`config.mk`:
```
export PLATFORM = sky130hd
export DESIGN_NAME = fft_load_flat
export DESIGN_NICKNAME = d
export VERILOG_FILES = /design/src/rtl/fft_load_if.sv /design/src/rtl/fft_load.sv /design/src/flat_wrapper.sv
export SDC_FILE = /design/constraint.sdc
export NUM_CORES = 1
export LEC_CHECK = 0
export BUFFER_PORTS_ARGS = -buffer_cell sky130_fd_sc_hd__buf_2
export CAP_MARGIN = 20
export CORE_MARGIN = 4
export CORE_UTILIZATION = 43
export CTS_CLUSTER_SIZE = 28
export DETAILED_ROUTE_END_ITERATION = 10
export GPL_TIMING_DRIVEN = 0
export MAX_ROUTING_LAYER = met4
export PLACE_DENSITY = 0.75
export SYNTH_ARGS = -nofsm -noshare
export SYNTH_HDL_FRONTEND = slang
export SYNTH_SLANG_ARGS = --single-unit
```
`constraint.sdc`:
```
create_clock -name iCLK -period 1.45 [get_ports iCLK]
set_input_delay 0.145 -clock iCLK [delete_from_list [all_inputs] [get_ports iCLK]]
set_output_delay 0.145 -clock iCLK [all_outputs]
set_load 0.05 [all_outputs]
```
`src/rtl/fft_load_if.sv`:
```
// fft_load_if: sample stream, FFT handshake and bank-write bus of the FFT input loader
interface fft_load_if #(parameter int DATA_W = 16);
  logic              iVALID;
  logic              oREADY;
  logic [DATA_W-1:0] iDATA_RE;
  logic [DATA_W-1:0] iDATA_IM;
  logic              iFFT_RDY;
  logic              oSTART;
  logic [3:0]        oWE;
  logic [8:0]        oADDR_WR;
  logic [DATA_W-1:0] oDATA_RE;
  logic [DATA_W-1:0] oDATA_IM;
  logic              oBUSY;
  logic              iCLR_OVF;
  logic [7:0]        oOVF_CNT;
  modport master (
    output iVALID, iDATA_RE, iDATA_IM, iFFT_RDY, iCLR_OVF,
    input  oREADY, oSTART, oWE, oADDR_WR, oDATA_RE, oDATA_IM, oBUSY, oOVF_CNT
  );
  modport slave (
    input  iVALID, iDATA_RE, iDATA_IM, iFFT_RDY, iCLR_OVF,
    output oREADY, oSTART, oWE, oADDR_WR, oDATA_RE, oDATA_IM, oBUSY, oOVF_CNT
  );
endinterface

```
`src/rtl/fft_load.sv`:
```
// fft_load: writes a 2048-sample frame into four 512-word banks, then kicks the FFT and waits for it.
// Optional dropped-valid counter on oOVF_CNT when FFT_LOAD_OVF_EN is defined.
module fft_load #(
  parameter int DATA_W = 16,
  parameter int N_LOG2 = 11
) (
  input logic       iCLK,
  input logic       iRESET,
  fft_load_if.slave lb
);
  typedef enum logic [1:0] {LOAD, FULL, KICK, BUSY} state_t;
  state_t            state_q, state_d;
  logic [N_LOG2-1:0] cnt_q, cnt_d;
  logic              seen_low_q, seen_low_d;
  logic              ready_q, busy_q, start_q;
  logic [3:0]        we_q, we_d;
  logic [N_LOG2-3:0] addr_q, addr_d;
  logic [DATA_W-1:0] re_q, re_d, im_q, im_d;
  logic              acc;
  always_comb begin
    acc        = lb.iVALID & ready_q;
    state_d    = (state_q == LOAD) ? ((acc && &cnt_q) ? FULL : LOAD) :
                 (state_q == FULL) ? (lb.iFFT_RDY ? KICK : FULL) :
                 (state_q == KICK) ? BUSY :
                 ((lb.iFFT_RDY && seen_low_q) ? LOAD : BUSY);
    cnt_d      = acc ? cnt_q + 1'b1 : cnt_q;
    // seen_low proves the FFT actually went busy before we trust its ready flag again
    seen_low_d = (state_q == KICK) ? 1'b0 : (state_q == BUSY && !lb.iFFT_RDY) ? 1'b1 : seen_low_q;
    we_d       = acc ? 4'b0001 << cnt_q[N_LOG2-1 -: 2] : 4'b0000;
    addr_d     = acc ? cnt_q[N_LOG2-3:0] : addr_q;
    re_d       = acc ? lb.iDATA_RE : re_q;
    im_d       = acc ? lb.iDATA_IM : im_q;
  end
  always_ff @(posedge iCLK) begin
    if (iRESET) begin
      state_q    <= LOAD;
      cnt_q      <= '0;
      seen_low_q <= 1'b0;
      ready_q    <= 1'b1;
      busy_q     <= 1'b0;
      start_q    <= 1'b0;
      we_q       <= 4'b0000;
      addr_q     <= '0;
      re_q       <= '0;
      im_q       <= '0;
    end else begin
      state_q    <= state_d;
      cnt_q      <= cnt_d;
      seen_low_q <= seen_low_d;
      ready_q    <= state_d == LOAD;
      busy_q     <= state_d != LOAD;
      start_q    <= state_d == KICK;
      we_q       <= we_d;
      addr_q     <= addr_d;
      re_q       <= re_d;
      im_q       <= im_d;
    end
  end
  assign lb.oREADY   = ready_q;
  assign lb.oBUSY    = busy_q;
  assign lb.oSTART   = start_q;
  assign lb.oWE      = we_q;
  assign lb.oADDR_WR = addr_q;
  assign lb.oDATA_RE = re_q;
  assign lb.oDATA_IM = im_q;
`ifdef FFT_LOAD_OVF_EN
  logic [7:0] ovf_q, ovf_d;
  always_comb ovf_d = lb.iCLR_OVF ? 8'd0 : (lb.iVALID && !ready_q && !(&ovf_q)) ? ovf_q + 8'd1 : ovf_q;
  always_ff @(posedge iCLK) ovf_q <= iRESET ? 8'd0 : ovf_d;
  assign lb.oOVF_CNT = ovf_q;
`else
  logic unused_clr;
  assign unused_clr  = lb.iCLR_OVF;
  assign lb.oOVF_CNT = 8'd0;
`endif
endmodule

```
`src/flat_wrapper.sv`:
```
// flat-port wrapper written by rule: the top's interface ports become plain ports
module fft_load_flat 
#(
  parameter int DATA_W = 16,
  parameter int N_LOG2 = 11
)
  (iCLK, iRESET, lb_iVALID, lb_iDATA_RE, lb_iDATA_IM, lb_iFFT_RDY, lb_iCLR_OVF, lb_oREADY, lb_oSTART, lb_oWE, lb_oADDR_WR, lb_oDATA_RE, lb_oDATA_IM, lb_oBUSY, lb_oOVF_CNT);
  fft_load_if #(.DATA_W(DATA_W)) lb_i ();
  input logic iCLK;
  input logic iRESET;
  input wire logic [$bits(lb_i.iVALID)-1:0] lb_iVALID;
  input wire logic [$bits(lb_i.iDATA_RE)-1:0] lb_iDATA_RE;
  input wire logic [$bits(lb_i.iDATA_IM)-1:0] lb_iDATA_IM;
  input wire logic [$bits(lb_i.iFFT_RDY)-1:0] lb_iFFT_RDY;
  input wire logic [$bits(lb_i.iCLR_OVF)-1:0] lb_iCLR_OVF;
  output wire logic [$bits(lb_i.oREADY)-1:0] lb_oREADY;
  output wire logic [$bits(lb_i.oSTART)-1:0] lb_oSTART;
  output wire logic [$bits(lb_i.oWE)-1:0] lb_oWE;
  output wire logic [$bits(lb_i.oADDR_WR)-1:0] lb_oADDR_WR;
  output wire logic [$bits(lb_i.oDATA_RE)-1:0] lb_oDATA_RE;
  output wire logic [$bits(lb_i.oDATA_IM)-1:0] lb_oDATA_IM;
  output wire logic [$bits(lb_i.oBUSY)-1:0] lb_oBUSY;
  output wire logic [$bits(lb_i.oOVF_CNT)-1:0] lb_oOVF_CNT;
  assign lb_i.iVALID = lb_iVALID;
  assign lb_i.iDATA_RE = lb_iDATA_RE;
  assign lb_i.iDATA_IM = lb_iDATA_IM;
  assign lb_i.iFFT_RDY = lb_iFFT_RDY;
  assign lb_i.iCLR_OVF = lb_iCLR_OVF;
  assign lb_oREADY = lb_i.oREADY;
  assign lb_oSTART = lb_i.oSTART;
  assign lb_oWE = lb_i.oWE;
  assign lb_oADDR_WR = lb_i.oADDR_WR;
  assign lb_oDATA_RE = lb_i.oDATA_RE;
  assign lb_oDATA_IM = lb_i.oDATA_IM;
  assign lb_oBUSY = lb_i.oBUSY;
  assign lb_oOVF_CNT = lb_i.oOVF_CNT;
  fft_load #(.DATA_W(DATA_W), .N_LOG2(N_LOG2)) u_core (.iCLK(iCLK), .iRESET(iRESET), .lb(lb_i));
endmodule
```
==> summary.md <==
| Metric | Value |
|---|---|
| Synth Area in XOR/XNOR | `less than 1%` |
| Final hold slack | `around 0.043 ns` |
| FP Rows | `26` |
| Multi-input gate area | `around 0.0010 mm^2` |
| Fin cells | `455` |
| Num CTS Buffers | `9` |
| Layout cells sized above 1 | `35.84%` |
| Initial antenna violation count | `0` |
| Root Buffer | `clkbuf_8` |
| Ys async rst share | `0%` |
| Fmax | `slightly above 0.7 GHz` |
| CP Class | `flop to flop` |
| DRC violations left | `0` |
| CTS Hold Buffers Added | `0` |
| Syn Area/Cell | `approximately 8.4 um^2` |
| Post-Syn Area | `0.002338 mm^2` |
| Post-CTS Setup Repair Bufs | `0` |
| Yosys warnings | `0` |
| NumNets Final | `roughly 420` |
| Die height | `81.75 um` |
| Pin count of the biggest net entering global routing | `11` |
| First-pass GRT wire length | `8.286 mm` |
| Via density | `roughly 4.8` |
| Routed Antenna Nets | `0` |
| Final setup viols | `0` |
| Post-synthesis simple-gate area fraction | `roughly 24%` |
| Number of flops mapped to enable cells by yosys | `0` |
| Placed Cells | `about 440` |
| Crit path launch type | `flop` |
| Status | `complete, no violations` |
| Final Util | `between 60 and 70%` |
| Mux cell area share after synthesis | `0.9631%` |
| Final instance area | `roughly 0.0032 mm^2` |
| Initial DRT Pass Iterations | `5` |
| Core ar. | `~0.0052 mm^2` |
| Main combinational cell family by area after synthesis | `simple AND/OR/NAND/NOR gates` |
| CTS clk-pin slew, worst paths | `about 0.07 ns` |
| Critical path required time | `~1.7 ns` |
| Routed Wire Length | `roughly 5.7 mm` |
| Setup TNS | `0 ns` |
| Final worst path period share | `a little over nine tenths` |
| Post-synth top flop | `dfxtp_1` |
| Final Wtd Congestion | `~0.80` |
| Power Density | `1258 mW/mm^2` |
| Post-synthesis compound-gate area fraction | `~13%` |
| Tmin final | `approximately 1.4 ns` |
| Leak | `~1.4 nW` |
| Total number of vias | `~2,200` |
| # IOs | `93` |
| Number of H-tree levels | `3` |
| Cell variety after synth | `33` |
| Initial Utilization | `around 45%` |
| ANT cells | `0` |
| Clock Skew | `slightly below 0.007 ns` |
| Sequential Area | `between 0.001 and 0.0015 mm^2` |
| CP arrival | `approximately 1.6 ns` |
| Max-cap violation count | `0` |
| Flops & latches, synth | `62` |
| Total global-route track usage | `roughly 17%` |
| Maximum VDD drop | `just under 0.6 mV` |
| Skew-Pair Late Insertion Delay | `0.33 ns` |
| Crit. End Element | `flop` |
| Fillers | `about 480` |
| Final slew viol count | `0` |
| Register area share after synthesis | `a little over half` |
| Sink Count | `slightly above 60` |
| Vias in the first global route | `1,899` |
| Hold Violations, Final | `0` |
| Full die area | `approximately 0.0067 mm^2` |
| Die width | `roughly 82 um` |
| Hold WC Path Type | `input pin to flop` |
| Port Buffers | `82` |
| HPWL after DPL | `approximately 4 mm` |
| Post-synthesis adder-cell area fraction | `less than 1%` |
| GRT overflow | `0` |
| CTS max path bufs | `2` |
| Cell Area, Placed | `0.002870 mm^2` |
| Crit path max fanout | `6` |
| Gate Count Post-Synth | `280` |
| TritonCTS clock tree | `built` |
| WL/cell | `between 10 and 15 um` |
| DRT iter0 DRCs | `between 70 and 80` |
| Layout area overhead | `34.83%` |
## flip-flops by register name, summed over array words and instances (netlist names)
name                count
u_core.lb.oDATA_RE     16
u_core.cnt_q           11
u_core.state_q          2
u_core.lb.oBUSY         1
u_core.lb.oREADY        1
u_core.lb.oWE           4
u_core.lb.oADDR_WR      9
u_core.seen_low_q       1
u_core.lb.oDATA_IM     16
u_core.lb.oSTART        1
## cell families after synthesis
group,count (synthesis)
XOR/XNOR,2
adder cells (fa/ha/maj),1
multiplexers,2
flip-flops,62
AND/OR/NAND/NOR,123
buffers and inverters,29
AO/OA/AOI/OAI,60
other,1
## synth_stat cells (2+ instances only)
master     n  area share [%]
xnor2_1    2            0.75
nor3_1     4            0.86
dfxtp_1   62              53
buf_2      6             1.3
nand2_1   90              14
o21ai_0    2            0.43
buf_1      2            0.32
buf_4      8             2.6
o31ai_1    4             1.3
a21oi_1   51              11
clkbuf_1   8             1.3
nor2b_1    3            0.80
mux2_2     2            0.96
nor2_1     5            0.80
or4_1      4             1.3
inv_1      4            0.64
nand4_2    2             1.1
or3_1      2            0.53
nor4_1     3            0.80
nand3_1    2            0.43
nor4b_1    2            0.75
## metrics by stage
step           worst slack (ns)  power (mW)
5_1_grt               -0.008794       4.124
4_1_cts                -0.02557       4.016
3_3_place_gp           -0.05788       2.385
3_5_place_dp           -0.08314       2.394
2_1_floorplan           0.02070       2.247
6_report                0.03754       3.967
## repair_timing
item	in CTS	in global routing
hold endpoints to repair	0	0
resized for setup	6	18
pin swaps	0	1
endpoints found under the setup margin	6	33
## metal layers
layer	vias up	track usage [%]	share of wire, %
met1	989	17.85	42
li1	1113	-	-
met5	-	-	0
met4	0	8.970	2.4
met3	13	5.044	7.9
met2	69	27.79	48
## worst paths after layout
path                                             from               endpoint  slack, ns  depth (start not counted)
worst max-delay path                  u_core.cnt_q[5]       u_core.lb.oREADY       0.04                          3
worst min-delay path                   lb_iDATA_RE[8]  u_core.lb.oDATA_RE[8]       0.04                          3
worst max register to register        u_core.cnt_q[5]       u_core.lb.oREADY       0.04                          3
worst min register to register  u_core.lb.oDATA_RE[8]  u_core.lb.oDATA_RE[8]       0.45                          2
## area by class of cell
class                           instances  share of cell area, %
Buffer                                 25                  4.722
Clock buffer                           13                  5.675
Clock inverter                          3                  1.270
Inverter                                4                 0.4762
Multi-Input combinational cell        196                  32.10
Sequential cell                        62                  39.96
Tap cell                               70                  2.778
Timing Repair Buffer                   82                  13.02
## cells in the final DEF, fill, tap and decap left out, types with 3 or more instances in the layout
| cell | count |
|---|---|
| conb_1 | 8 |
| dfxtp_2 | 6 |
| clkbuf_1 | 4 |
| nor3_1 | 4 |
| nor2b_1 | 3 |
| dfxtp_1 | 53 |
| nand2_1 | 89 |
| a21oi_1 | 51 |
| clkbuf_2 | 4 |
| clkbuf_8 | 14 |
| inv_1 | 4 |
| nor2_1 | 5 |
| o31ai_1 | 4 |
| dfxtp_4 | 3 |
| buf_4 | 9 |
| buf_2 | 87 |
| or4_1 | 4 |
## report_power, final
group          internal, mW  switching [mW]
combinational         0.149           0.408
sequential             1.77          0.0371
clock                 0.976           0.629
## critical path, stage by stage (launching register included)
cell and delay, ns:
dfxtp_2 0.41, nand4_4 0.16, or4_4 0.56, o21a_1 0.18
No activity file was read; power rests on OpenSTA's default activity.
